===== src/rtl/uart_tx_48bytes.sv =====
// uart_tx_48bytes: serialises a NUM_BYTES-byte parameter frame onto an 8N1 UART
// line. The frame is sent most-significant byte first, each byte LSB first.
// A shadow copy of the frame is taken on acceptance, so the source may change
// freely while the frame is in flight.
module uart_tx_48bytes #(
    parameter int BAUD_DIV  = 434,
    parameter int NUM_BYTES = 48,
    parameter int STOP_BITS = 1,
    parameter int GAP_BITS  = 0
) (
    input  logic                   clk,
    input  logic                   rst_n,
    input  logic                   tx_start,
    input  logic [NUM_BYTES*8-1:0] tx_data,
    output logic                   tx_busy,
    output logic                   tx_done,
    output logic [5:0]             byte_idx,
    output logic                   Tx
);

    localparam int W    = NUM_BYTES * 8;
    localparam int BW   = (BAUD_DIV > 1) ? $clog2(BAUD_DIV) : 1;
    // The bit counter is reused for data bits (0..7), stop bits and gap bits.
    localparam int MAXC = (STOP_BITS > 8) ? ((GAP_BITS > STOP_BITS) ? GAP_BITS : STOP_BITS)
                                          : ((GAP_BITS > 8) ? GAP_BITS : 8);
    localparam int CW   = $clog2(MAXC + 1);

    typedef enum logic [2:0] {
        S_IDLE  = 3'd0,
        S_START = 3'd1,
        S_DATA  = 3'd2,
        S_STOP  = 3'd3,
        S_GAP   = 3'd4
    } state_t;

    state_t          r_state;
    logic [BW-1:0]   r_baud_cnt;
    logic [CW-1:0]   r_bit_cnt;
    logic [W-1:0]    r_shadow;
    logic [5:0]      r_byte_idx;
    logic            r_tx;
    logic            r_busy;
    logic            r_done;

    logic            w_baud_wrap;
    logic [7:0]      w_top_byte;
    logic [2:0]      w_next_bit;
    logic            w_last_byte;

    // The byte on the line is always the top byte of the shadow register.
    assign w_baud_wrap = (r_baud_cnt == BW'(BAUD_DIV - 1));
    assign w_top_byte  = r_shadow[W-1 -: 8];
    assign w_next_bit  = r_bit_cnt[2:0] + 3'd1;
    assign w_last_byte = (r_byte_idx == 6'(NUM_BYTES - 1));

    // Frame sequencer: bit timing, byte stepping and all registered outputs.
    always_ff @(posedge clk or negedge rst_n) begin
        if (!rst_n) begin
            r_state    <= S_IDLE;
            r_baud_cnt <= '0;
            r_bit_cnt  <= '0;
            r_shadow   <= '0;
            r_byte_idx <= '0;
            r_tx       <= 1'b1;
            r_busy     <= 1'b0;
            r_done     <= 1'b0;
        end else begin
            r_done <= 1'b0;

            // Every bit lasts BAUD_DIV cycles; the wrap edge moves to the next bit.
            if (r_state != S_IDLE) begin
                r_baud_cnt <= w_baud_wrap ? '0 : r_baud_cnt + 1'b1;
            end

            case (r_state)
                S_IDLE: begin
                    if (tx_start) begin
                        r_shadow   <= tx_data;
                        r_byte_idx <= '0;
                        r_busy     <= 1'b1;
                        r_tx       <= 1'b0;
                        r_baud_cnt <= '0;
                        r_bit_cnt  <= '0;
                        r_state    <= S_START;
                    end
                end

                S_START: begin
                    if (w_baud_wrap) begin
                        r_bit_cnt <= '0;
                        r_tx      <= w_top_byte[0];
                        r_state   <= S_DATA;
                    end
                end

                S_DATA: begin
                    if (w_baud_wrap) begin
                        if (r_bit_cnt == CW'(7)) begin
                            r_bit_cnt <= '0;
                            r_tx      <= 1'b1;
                            r_state   <= S_STOP;
                        end else begin
                            r_bit_cnt <= r_bit_cnt + 1'b1;
                            r_tx      <= w_top_byte[w_next_bit];
                        end
                    end
                end

                S_STOP: begin
                    if (w_baud_wrap) begin
                        if (r_bit_cnt == CW'(STOP_BITS - 1)) begin
                            r_bit_cnt <= '0;
                            if (w_last_byte) begin
                                // Frame complete: back to idle with a one-cycle done pulse.
                                r_byte_idx <= '0;
                                r_busy     <= 1'b0;
                                r_done     <= 1'b1;
                                r_tx       <= 1'b1;
                                r_state    <= S_IDLE;
                            end else begin
                                r_shadow   <= {r_shadow[W-9:0], 8'h00};
                                r_byte_idx <= r_byte_idx + 6'd1;
                                if (GAP_BITS > 0) begin
                                    r_tx    <= 1'b1;
                                    r_state <= S_GAP;
                                end else begin
                                    r_tx    <= 1'b0;
                                    r_state <= S_START;
                                end
                            end
                        end else begin
                            r_bit_cnt <= r_bit_cnt + 1'b1;
                        end
                    end
                end

                S_GAP: begin
                    if (w_baud_wrap) begin
                        if (r_bit_cnt == CW'(GAP_BITS - 1)) begin
                            r_bit_cnt <= '0;
                            r_tx      <= 1'b0;
                            r_state   <= S_START;
                        end else begin
                            r_bit_cnt <= r_bit_cnt + 1'b1;
                        end
                    end
                end

                default: begin
                    r_tx    <= 1'b1;
                    r_busy  <= 1'b0;
                    r_state <= S_IDLE;
                end
            endcase
        end
    end

    assign Tx       = r_tx;
    assign tx_busy  = r_busy;
    assign tx_done  = r_done;
    assign byte_idx = r_byte_idx;

endmodule


===== config.mk =====
export PLATFORM = sky130hd
export DESIGN_NAME = uart_tx_48bytes
export DESIGN_NICKNAME = d
export VERILOG_FILES = /design/src/rtl/uart_tx_48bytes.sv
export SDC_FILE = /design/constraint.sdc
export NUM_CORES = 1
export LEC_CHECK = 0
export BUFFER_PORTS_ARGS = -buffer_cell sky130_fd_sc_hd__buf_2
export CAP_MARGIN = 10
export CORE_MARGIN = 2
export CORE_UTILIZATION = 45
export DETAILED_ROUTE_END_ITERATION = 10
export PLACE_DENSITY = 0.67
export SLEW_MARGIN = 10
export SYNTH_ARGS = -nofsm -noshare
export SYNTH_HDL_FRONTEND = slang
export SYNTH_SLANG_ARGS = --single-unit

===== constraint.sdc =====
create_clock -name clk -period 4 [get_ports clk]
set_input_delay 0.4 -clock clk [delete_from_list [all_inputs] [get_ports clk]]
set_output_delay 0.4 -clock clk [all_outputs]
set_load 0.01 [all_outputs]

# Yosys cells after proc, flatten, opt, wreduce, memory -nomap -nowiden
# Index checks and enable logic that the tools add are counted.
# word_totals
latch_bits	0
elab_cells	97
mem_bits_rw	0
in_bits	387
memories	0
romBits	0
reg_bits	409
# op_classes
mul	0
n_reduce_logical	12
n_shift	0
div	0
n_eq_ne	18
mux	53
order_cmp	1
n_bitwise	1
n_addsub	4
# ops
operator	count
$mux W384	4
$pmux W384 S2	1
$mux W9	4
$mux W4	8
$mux W3	8
$mux W6	4
$ne A2 B2 Y1 const B	10
$pmux W4 S5	1
$mux W1	18
$pmux W3 S5	1
$pmux W6 S2	1
$reduce_and A5 Y1	2
$add A9 B1 Y9 const B	1
$eq A9 B9 Y1 const B	1
$reduce_and A8 Y1	1
$reduce_and A7 Y1	1
$add A6 B1 Y6 const B	1
$eq A3 B2 Y1 const B	2
$eq A6 B6 Y1 const B	1
$reduce_and A6 Y1	1
$pmux W1 S5	1
$reduce_bool A5 Y1	1
$add A4 B1 Y4 const B	1
$eq A4 B3 Y1 const B	1
14 further kinds	14

# Logic depth before layout (Yosys ltp)
# Gate-level depths: netlist of the first run.
# depth
word_depth	6
depth_mapped	10
depth_no_buf	6

# Worst setup path before layout of the first run
# OpenSTA, ideal clock, no wires.
# synth_path
path_kind	flip-flop to flip-flop
from	register r_bit_cnt[0]
to	register r_shadow[100]
t_arrival_ns	2.294
path_stages_with_launch	11
required_ns	3.875
path_slack_ns	1.581
n_path_buf	4
period_less_slack_ns	2.419
path_cell_list	dfrtp_1 > inv_1 > ha_1 > or3b_1 > clkbuf_1 > a211oi_2 > o211a_1 > buf_6 > buf_12 > buf_12 > mux2_4
# synth_via
elab_chain_len	3
# synth_lines
item	line	rtl
start, declared	38	logic [CW-1:0] r_bit_cnt;
start signal, assigned	103	r_bit_cnt <= r_bit_cnt + 1'b1;
start signal, assigned	132	r_bit_cnt <= r_bit_cnt + 1'b1;
start signal, assigned	144	r_bit_cnt <= r_bit_cnt + 1'b1;
$logic_not A4 Y1	111	if (r_bit_cnt == CW'(STOP_BITS - 1)) begin
$ne A2 B2 Y1 (no line)	n/a	
$reduce_and A5 Y1 (no line)	n/a	
end signal, assigned	78	r_shadow <= tx_data;
end signal, assigned	121	r_shadow <= {r_shadow[W-9:0], 8'h00};
end, declared	39	logic [W-1:0] r_shadow;
# No other way between the ends.
# A chain may end at the register's enable or synchronous reset.

# Worst setup path after layout of the first run
# layout_path
from	register r_state[1]
to	register r_shadow[352]
# layout_via
elab_chain_len	3
# layout_lines
item	line	rtl
start, declared	36	state_t r_state;
start signal, assigned	59	r_state <= S_IDLE;
start signal, assigned	84	r_state <= S_START;
start signal, assigned	92	r_state <= S_DATA;
$eq A3 B2 Y1 or $logic_not A3 Y1 (tied branches)	75	case (r_state)
$ne A2 B2 Y1 (no line) or $reduce_bool A2 Y1 (tied branches)	n/a	
$reduce_and A5 Y1 (no line)	n/a	
# Several ways; a longest one is shown, not always the timed one.

==> results of run 1 <==
[report_power, final]
part | internal, mW | switching, mW
registers | 4.13 | 0
logic | 0.285 | 0.208
clock network | 2.51 | 1.75
[per-layer routing]
| layer | routed length [um] | vias up | part of all wire [%] |
|---|---|---|---|
| met4 | 1418 | 44 | 2.8 |
| met5 | 258 | - | 0.51 |
| met3 | 3463 | 123 | 6.8 |
| met1 | 22520 | 6350 | 44 |
| li1 | - | 5917 | - |
| met2 | 23050 | 336 | 45 |
[cells by family (layout without fill, tap and decap cells)]
| family | count (synthesis) | after routing | synth area share (%) |
|---|---|---|---|
| muxes | 763 | 763 | 44.66 |
| other | 0 | 18 | 0 |
| buffers and inverters | 108 | 525 | 4.587 |
| adders and majority gates | 9 | 9 | 0.5167 |
| xor gates and xnor gates | 1 | 1 | 0.04019 |
| and+or+nand+nor | 64 | 64 | 1.533 |
| AOI/OAI and AO/OA | 52 | 52 | 1.820 |
| DFF | 408 | 408 | 46.85 |
[worst paths after layout]
path	startpoint	endpoint	slack, ns	cells after the start
worst max-delay path	r_state[1]$_DFFE_PN0P_	r_shadow[352]$_DFFE_PN0P_	0.88	7
worst min-delay path	tx_data[7]	r_shadow[7]$_DFFE_PN0P_	0.04	2
min in group asynchronous	rst_n	r_shadow[233]$_DFFE_PN0P_	0.36	2
max in group asynchronous	rst_n	r_shadow[161]$_DFFE_PN0P_	2.46	3
worst min register to register	r_shadow[6]$_DFFE_PN0P_	r_shadow[6]$_DFFE_PN0P_	0.50	1
worst max register to register	r_state[1]$_DFFE_PN0P_	r_shadow[352]$_DFFE_PN0P_	0.88	7
[through the flow]
stage | instance area (um^2) | utilization, %
CTS | 25520 | 53.45
detailed placement | 23960 | 50.19
finish | 25570 | 53.55
floorplan | 21800 | -
global route | 25550 | 53.51
global placement | 23960 | 50.19
[registers in the layout, summed over array words and instances (netlist names)]
signal and cells:
r_shadow 384, r_baud_cnt 9, byte_idx 6, r_bit_cnt 4, r_state 2, Tx 1, tx_busy 1, tx_done 1
[layout make-up]
type | count | share of cell area, %
diodes | 18 | 0.1762
clock inverters | 10 | 0.4747
inverters | 15 | 0.2202
flip-flops and latches | 408 | 39.94
clock buffers | 76 | 5.574
repair buffers | 424 | 9.122
multi-input cells | 889 | 41.48
well taps | 615 | 3.010
[cell usage after synthesis, drive strengths merged (3+ instances only)]
| library cell | count | area share, % |
|---|---|---|
| o211ai | 3 | 0.10 |
| nand2 | 13 | 0.22 |
| buf | 45 | 3.5 |
| a21oi | 3 | 0.069 |
| nand3 | 11 | 0.25 |
| inv | 15 | 0.26 |
| mux2i | 6 | 0.28 |
| nor4 | 3 | 0.086 |
| ha | 9 | 0.52 |
| nand4 | 3 | 0.086 |
| mux2 | 755 | 44 |
| a211oi | 4 | 0.16 |
| a22o | 10 | 0.40 |
| clkbuf | 48 | 0.83 |
| dfrtp | 407 | 47 |
| o21ai | 11 | 0.27 |
| nor2 | 12 | 0.21 |
| nor3 | 7 | 0.16 |
| a21o | 5 | 0.17 |
[cell usage in the layout (no fill, tap or decap), types with 11 or more instances in the layout]
cell type | Yosys | final
sky130_fd_sc_hd__buf_2 | 1 | 394
sky130_fd_sc_hd__buf_4 | 3 | 18
sky130_fd_sc_hd__clkbuf_1 | 48 | 15
sky130_fd_sc_hd__clkbuf_16 | 0 | 47
sky130_fd_sc_hd__clkbuf_8 | 0 | 14
sky130_fd_sc_hd__dfrtp_1 | 407 | 407
sky130_fd_sc_hd__diode_2 | 0 | 18
sky130_fd_sc_hd__inv_1 | 15 | 15
sky130_fd_sc_hd__mux2_2 | 455 | 455
sky130_fd_sc_hd__mux2_4 | 300 | 300
sky130_fd_sc_hd__nand2_1 | 13 | 13
sky130_fd_sc_hd__nand3_1 | 11 | 11
sky130_fd_sc_hd__nor2_1 | 12 | 12
==> impl_summary.md, run 1 <==
Run status
The flow ran to the end, and the final reports show no timing, DRC or antenna violations.

Timing
Setup violations remaining at the end of the flow were counted as 0. The final sum of negative setup slack is 0 ns. The post-route fraction of the period consumed by the critical path is 77.90%.

The number of max-slew violations in the final report is 0. Setup repair after global routing left no endpoint under its margin. The clock skew after layout is 0.03103 ns. The final hold violation count came to 0.

The achievable frequency is 320.9 MHz. The transition time of the tightest slew-check pin is 1.240 ns. The minimum period implied by the final worst setup slack is 3.116 ns.

Once routing completed, OpenROAD measured the worst setup slack at 0.8841 ns. The relative max-transition margin is 17.32%. Hold is met by 0.03563 ns.

Drt
The DRC violation count after routing is 0. After the first detailed-routing iteration, the DRC count stood at 510. For this block, the via count after detailed routing is 12.77k. The number of optimization iterations in the first detailed-route pass is 5. After detailed routing, the average wire length per cell comes to 20.66 um.

The detail-routed via count per cell is 5.202. The remaining antenna violation count is 0. The total wire length is 50,720 um.

Final layout
After filler insertion, the fill cell instance count of the layout stands at 3,989. The fraction of layout cells with a size suffix above 1 is 68.99%. After the flow finishes, the layout carries non-filler instances totaling 2,455. The area of all sequential standard cells is 10,210 um^2.

The area used by multi-input combinational logic is 10,610 um^2. The area growth from synthesis to layout is 17.30%. The net count of the finished layout is 2,181.

Synth
After synthesis the cells add up to 21,800 um^2. The post-synthesis register bit count is 408. The most used flip-flop cell after synthesis is sky130_fd_sc_hd__dfrtp_1. The number of nets handed over by synthesis was 1,801. Yosys printed 0 warnings.

The average cell area after synthesis is 15.51 um^2. For this run, asynchronously set or reset flops after synthesis account for 100.0%. The synthesized design contains 0 enable-type register cells. The number of different library cells used by synthesis comes to 56. Of the synthesized area, sequential elements account for 46.85%.

The number of instances in the synthesized netlist is 1,405.

Clocking
In this run, CTS created clock tree buffers numbering 47. In this run the clock root is driven by a sky130_fd_sc_hd__clkbuf_16. In this run, post-CTS repair resized a total of 0 instances. In this run the deepest clock path goes through 3 buffers.

Buffers inserted to repair hold after CTS numbered 1. The H-tree generated during clock tree synthesis spans 2 levels. The CTS tree is yes. After clock tree synthesis, the clock-pin slew on the worst setup and hold paths is 0.06 ns. The clock net in this run drives a total of 408 sinks. The buffer count from post-CTS setup fixing is 0. The clock insertion delay at the later pin of the skew report is 0.59 ns.

Die
The die footprint is 50,210 um^2. The die span in y is 224.1 um. Once the floorplan was initialized, standard cells occupied 45.65% of the core. 396 I/O pins were placed. The floorplan has 80 rows.

The core outline area is 47,750 um^2. The die outline width is 224.1 um.

Global routing
The most used routing layer is met2. Entering global routing, the biggest net connects 186 pins. The initial antenna violation count is 36. The met2 routing resource usage after global routing is 31.56%. The number of global-route vias before repair is 13.88k. The global router's overall resource usage is 20.19%. The met3 usage in global routing is 6.309%. For this run, global-route usage on met1 was measured as 26.45%. The first global-routing pass estimated 79,160 um of wire. The leftover overflow at the end of global routing is 0.

Pwr
The maximum ir drop on the vdd rail is 0.3654 mV. The power density over the cells is 347.3 nW/um^2. The final total power is 8.880 mW. Summed over all cells, the static leakage comes to 12.20 nW.

Setup path
In this design, the critical path's most frequently occurring cell is sky130_fd_sc_hd__buf_12. Grouping stages by cell kind, the critical path spends the most delay in buffers and inverters. The largest stage delay on the critical path is 0.62 ns. The critical path contains buffers and inverters numbering 3 combined.

STA classifies the critical path startpoint as a register. The nature of the critical path endpoint is a register. The worst endpoint data arrival time is 3.58 ns. Walking the worst path, the cells encountered are ha_4, inv_1, a211oi_2, o211a_4, buf_12, buf_12, mux2_4.

The worst-path maximum fanout is 54. The path type of the worst setup path is register to register. The largest individual stage delay along the critical path comes from the cell sky130_fd_sc_hd__ha_4. The required time at the endpoint of the critical path is 4.46 ns.

Placement
The setup slack at placement is 0.8468 ns. The number of placed instances with taps included is 2,350. Detailed placement ended at an HPWL of 35,510 um. Routability-driven placement finished with a final weighted congestion of 0.8167. The total of buffers placed on input and output ports is 395.

Hold path
In this run the worst hold path is classified as input pin to register.

Run
The count of max-cap constraint violations is 0.
(Power assumes the default switching activity.)
==> inputs of run 2 (changes only) <==
--- a/config.mk
+++ b/config.mk
@@ -5,12 +5,13 @@
 export SDC_FILE = /design/constraint.sdc
 export NUM_CORES = 1
 export LEC_CHECK = 0
+export ABC_AREA = 1
 export BUFFER_PORTS_ARGS = -buffer_cell sky130_fd_sc_hd__buf_2
 export CAP_MARGIN = 10
 export CORE_MARGIN = 2
 export CORE_UTILIZATION = 45
 export DETAILED_ROUTE_END_ITERATION = 10
-export PLACE_DENSITY = 0.67
+export PLACE_DENSITY = 0.7
 export SLEW_MARGIN = 10
 export SYNTH_ARGS = -nofsm -noshare
 export SYNTH_HDL_FRONTEND = slang
==> constraint.sdc (replaced) <==
create_clock -name clk -period 2.65 [get_ports clk]
set_input_delay 0.265 -clock clk [delete_from_list [all_inputs] [get_ports clk]]
set_output_delay 0.265 -clock clk [all_outputs]
set_load 0.01 [all_outputs]
==> impl_summary.md, run 2 <==
Timing
The transition time of the tightest slew-check pin is 0.6579 ns (-0.5823 ns). The relative max-transition margin is 56.14% (+39 points). The clock skew after layout was 0.008479 ns (-0.02255 ns). The number of max-slew violations in the final report is 0 (unchanged).

The post-route fraction of the period consumed by the critical path came to 91.37% (+13 points). The number of endpoints failing setup at the final stage is 0 (unchanged). The final sum of negative setup slack was 0 ns (unchanged). The final hold violation count is 0 (unchanged). The post-route worst hold slack is 0.03192 ns (-0.003710 ns).

The minimum period implied by the final worst setup slack was 2.421 ns (-0.6945 ns). The achievable frequency is 413.0 MHz (+29%). Setup repair after global routing left no endpoint under its margin. The worst setup slack after layout is 0.2286 ns (-0.6555 ns).

Setup path
The master of the slowest instance on the critical path is sky130_fd_sc_hd__dfrtp_1. The worst endpoint data arrival time was 2.89 ns (-0.69 ns). The startpoint type of the worst setup path is a register.

The worst-path maximum fanout is 46 (-15%). The nature of the critical path endpoint is a register. The required time at the endpoint of the critical path came to 3.12 ns (-1.34 ns).

The startpoint of the worst setup timing path is r_state[0]$_DFFE_PN0P_. The critical path is of the register to register type. The signal on the critical path passes through inv_1, ha_1, inv_2, nor2_2, inv_2, nand3_4, buf_12, buf_4, nand2_1, o21ai_1.

Among the stages of the critical path, the cell type that occurs most often is sky130_fd_sc_hd__inv_2. The largest stage delay on the critical path is 0.43 ns (-0.19 ns). In this run the critical register-to-register path is launched from r_state[0]$_DFFE_PN0P_.

Clocking
The clock insertion delay at the later pin of the skew report is 0.56 ns (-0.03 ns). The post-CTS clock slew at the launch and capture registers of the worst setup and hold paths came to 0.06 ns (about the same). The maximum clock path buffer count was 3 (unchanged). The number of buffers added by the clock tree synthesis step was 45 (-4.3%). The deepest level of the CTS H-tree is 2 (unchanged). The clock root buffer is sky130_fd_sc_hd__clkbuf_16. The buffer count from post-CTS setup fixing came to 0 (unchanged). The CTS tree is yes. The CTS sink count is 408 (unchanged).

Synth
The fraction of post-synthesis cell area in the top cell type by area is 53.33% (+6.6 points). The simple logic cell fraction of the synthesized area is 10.17% (+8.6 points). The average cell area after synthesis came to 10.20 um^2 (-34%). The total nets after synthesis came to 2,269 (+26%). The largest total area in the synthesized netlist belongs to sky130_fd_sc_hd__dfrtp_1. After synthesis, the cell types taking the most area are sky130_fd_sc_hd__dfrtp_1 (53%), sky130_fd_sc_hd__mux2i_1 (20%), sky130_fd_sc_hd__o21ai_1 (10%). The post-synthesis async set-or-reset flop share came to 100.0% (unchanged). The Yosys warning count is 0 (unchanged).

The compound-cell area share of the yosys netlist was 10.84% (+9.0 points). The adder and majority cell fraction of the synthesized area is 0.5897% (+0.073 points). The multiplexer fraction of the synthesized cell area is 19.71% (-25 points).

sky130_fd_sc_hd__nand2_1 is the most common cell in the netlist. The post-synthesis register bit count is 408 (unchanged). By count the netlist is led by sky130_fd_sc_hd__nand2_1 (451), sky130_fd_sc_hd__dfrtp_1 (407), sky130_fd_sc_hd__o21ai_1 (384), sky130_fd_sc_hd__mux2i_1 (376), sky130_fd_sc_hd__clkbuf_1 (49).

In the synthesized netlist the dominant register cell turns out to be sky130_fd_sc_hd__dfrtp_1. The number of instances in the synthesized netlist is 1,873 (+33%). The number of synthesized flops with an enable pin is 0 (unchanged). The number of distinct library cells after synthesis came to 27 (-52%).

The combinational family with the most area after synthesis is multiplexers. The share of the synthesized netlist area taken by xor and xnor gates is 0.4586% (+0.42 points). The sequential share of the synthesized area was 53.47% (+6.6 points). The post-synth design cell area is 19,100 um^2 (-12%).

Pwr
The maximum ir drop on the vdd rail came to 0.8238 mV (+130%). The power density over the cells is 1136 nW/um^2 (+230%). The leakage power of the design came to 11.92 nW (-2.3%).

Die
The core outline area is 41,950 um^2 (-12%). The die span in y is 210.0 um (-6.3%). The die outline width is 210.0 um (-6.3%). The initial core utilization is 45.53% (-0.12 points). The site row count is 75 (-6.3%). The die footprint is 44,100 um^2 (-12%).

The I/O pin count came to 396 (unchanged).

Drt
The routed length per placed instance is 17.65 um (-15%). The detail-routed via count per cell is 5.234 (+0.63%). The DRC violation total after the first TritonRoute iteration is 1,244 (+140%). The remaining antenna violation count came to 0 (unchanged).

The DRC violation count after routing is 0 (unchanged). The total wire length is 55,580 um (+9.6%). The number of optimization iterations in the first detailed-route pass is 8 (+3).

The vias after detailed routing is 16.48k (+29%).

Placement
The detailed placement HPWL came to 33,430 um (-5.8%). The total of buffers placed on input and output ports is 395 (unchanged). The weighted congestion at the end of routability-driven global placement is 0.8708 (+6.6%).

The placed standard-cell area is 21,480 um^2 (-10%). The setup slack at placement is 0.3045 ns (-0.5423 ns). The number of placed instances with taps included is 2,714 (+15%).

Final layout
The area of all placed cells without fillers is 26,340 um^2 (+3.0%). The layout net count is 2,952 (+35%). Leaving out fill and tap cells, the most frequent cell in the layout is sky130_fd_sc_hd__nand2_1. In the layout the commonest cells are sky130_fd_sc_hd__nand2_1 (451), sky130_fd_sc_hd__dfrtp_1 (407), sky130_fd_sc_hd__buf_2 (394), sky130_fd_sc_hd__o21ai_1 (384), sky130_fd_sc_hd__mux2i_1 (376). The filler cell count in the final layout is 3,178 (-20%). The flip-flop count of the largest register after layout was 384 (unchanged). The most flop-heavy register is r_shadow. Compared with the post-synthesis result, the final layout area differs by 37.90%. The count of placed standard cells in the final layout, fillers left out is 3,149 (+28%). The fraction of layout cells with a size suffix above 1 came to 20.02% (-49 points).

Global routing
The initial antenna violation count is 20 (-44%). The number of global-route vias before repair is 17.30k (+25%). The maximum number of pins on one net before global-route repair is 90 (-52%). The leftover overflow at the end of global routing is 0 (unchanged). The wire length of the first global-routing pass was 87,840 um (+11%). The global router's overall resource usage is 24.97% (+4.8 points).

Hold path
The start point of the worst min-delay path is tx_data[265]. In this run the worst hold path is classified as input pin to register.

Run
The count of max-cap constraint violations was 0 (unchanged).

Run status
The run finished with clean final reports.
[run 2: power by group]
part           leakage [nW]  total, mW  internal (mW)  switching [mW]
Combinational          6.12       12.5           5.07            7.43
Sequential             5.08       11.2           9.36            1.85
Clock                 0.729       6.21           3.65            2.56
Total                  11.9       29.9           18.1            11.8
[run 2: cells by family (layout without fill, tap and decap cells)]
family	Yosys count	after routing
AND/OR/NAND/NOR	499	499
AO/OA/AOI/OAI	411	411
flip-flops	408	408
multiplexers	376	376
buffers and inverters	160	880
XOR/XNOR	10	10
adder cells (fa/ha/maj)	9	9
other	0	17
[run 2: stage by stage]
stage                     total power, mW  util (%)
final                               29.92     62.78
after global placement              22.38     51.22
after global routing                32.15     62.78
after CTS                           29.68     62.68
after floorplan                     20.54         -
after detailed placement            22.94     51.22
[run 2: timing repair]
| item | 4_1_cts | 5_1_grt |
|---|---|---|
| setup endpoints to repair | 0 | 0 |
| hold buffers | 334 | 0 |
| resized for setup | 0 | 0 |
| endpoints found under the hold margin | 378 | 0 |
[run 2: metal layers]
layer / global-route usage, % / part of all wire (%) / wire length [um]
met1: 29.78 / 40 / 22100
met2: 42.93 / 50 / 27840
met3: 4.619 / 4.8 / 2693
met4: 13.62 / 5.2 / 2887
met5: 0 / 0.099 / 55
[run 2: critical path, delay by kind of cell (launching register included)]
kind | cells | cell delay (ns)
buffers and inverters | 5 | 0.90
flip-flops | 1 | 0.43
AND/OR/NAND/NOR | 3 | 0.51
adder cells (fa/ha/maj) | 1 | 0.30
AO/OA/AOI/OAI | 1 | 0.15
[run 2: final timing paths]
path	end	cells after the start	slack, ns
setup / recovery	r_shadow[80]$_DFFE_PN0P_	10	0.23
hold / removal	r_shadow[265]$_DFFE_PN0P_	3	0.03
setup reg to reg	r_shadow[80]$_DFFE_PN0P_	10	0.23
hold reg to reg	r_bit_cnt[3]$_DFFE_PN0P_	2	0.48
max in group asynchronous	r_shadow[20]$_DFFE_PN0P_	3	1.56
min in group asynchronous	r_shadow[217]$_DFFE_PN0P_	2	0.24
[run 2: cell type report]
| class | instances | area, um^2 | area share, % |
|---|---|---|---|
| Timing Repair Buffer | 766 | 5833 | 22.15 |
| Multi-Input combinational cell | 1305 | 7995 | 30.36 |
| Tap cell | 539 | 674.4 | 2.561 |
| Antenna cell | 17 | 42.54 | 0.1615 |
| Clock buffer | 67 | 1321 | 5.017 |
| Sequential cell | 408 | 10210 | 38.77 |
| Clock inverter | 17 | 145.1 | 0.5511 |
| Inverter | 30 | 112.6 | 0.4276 |
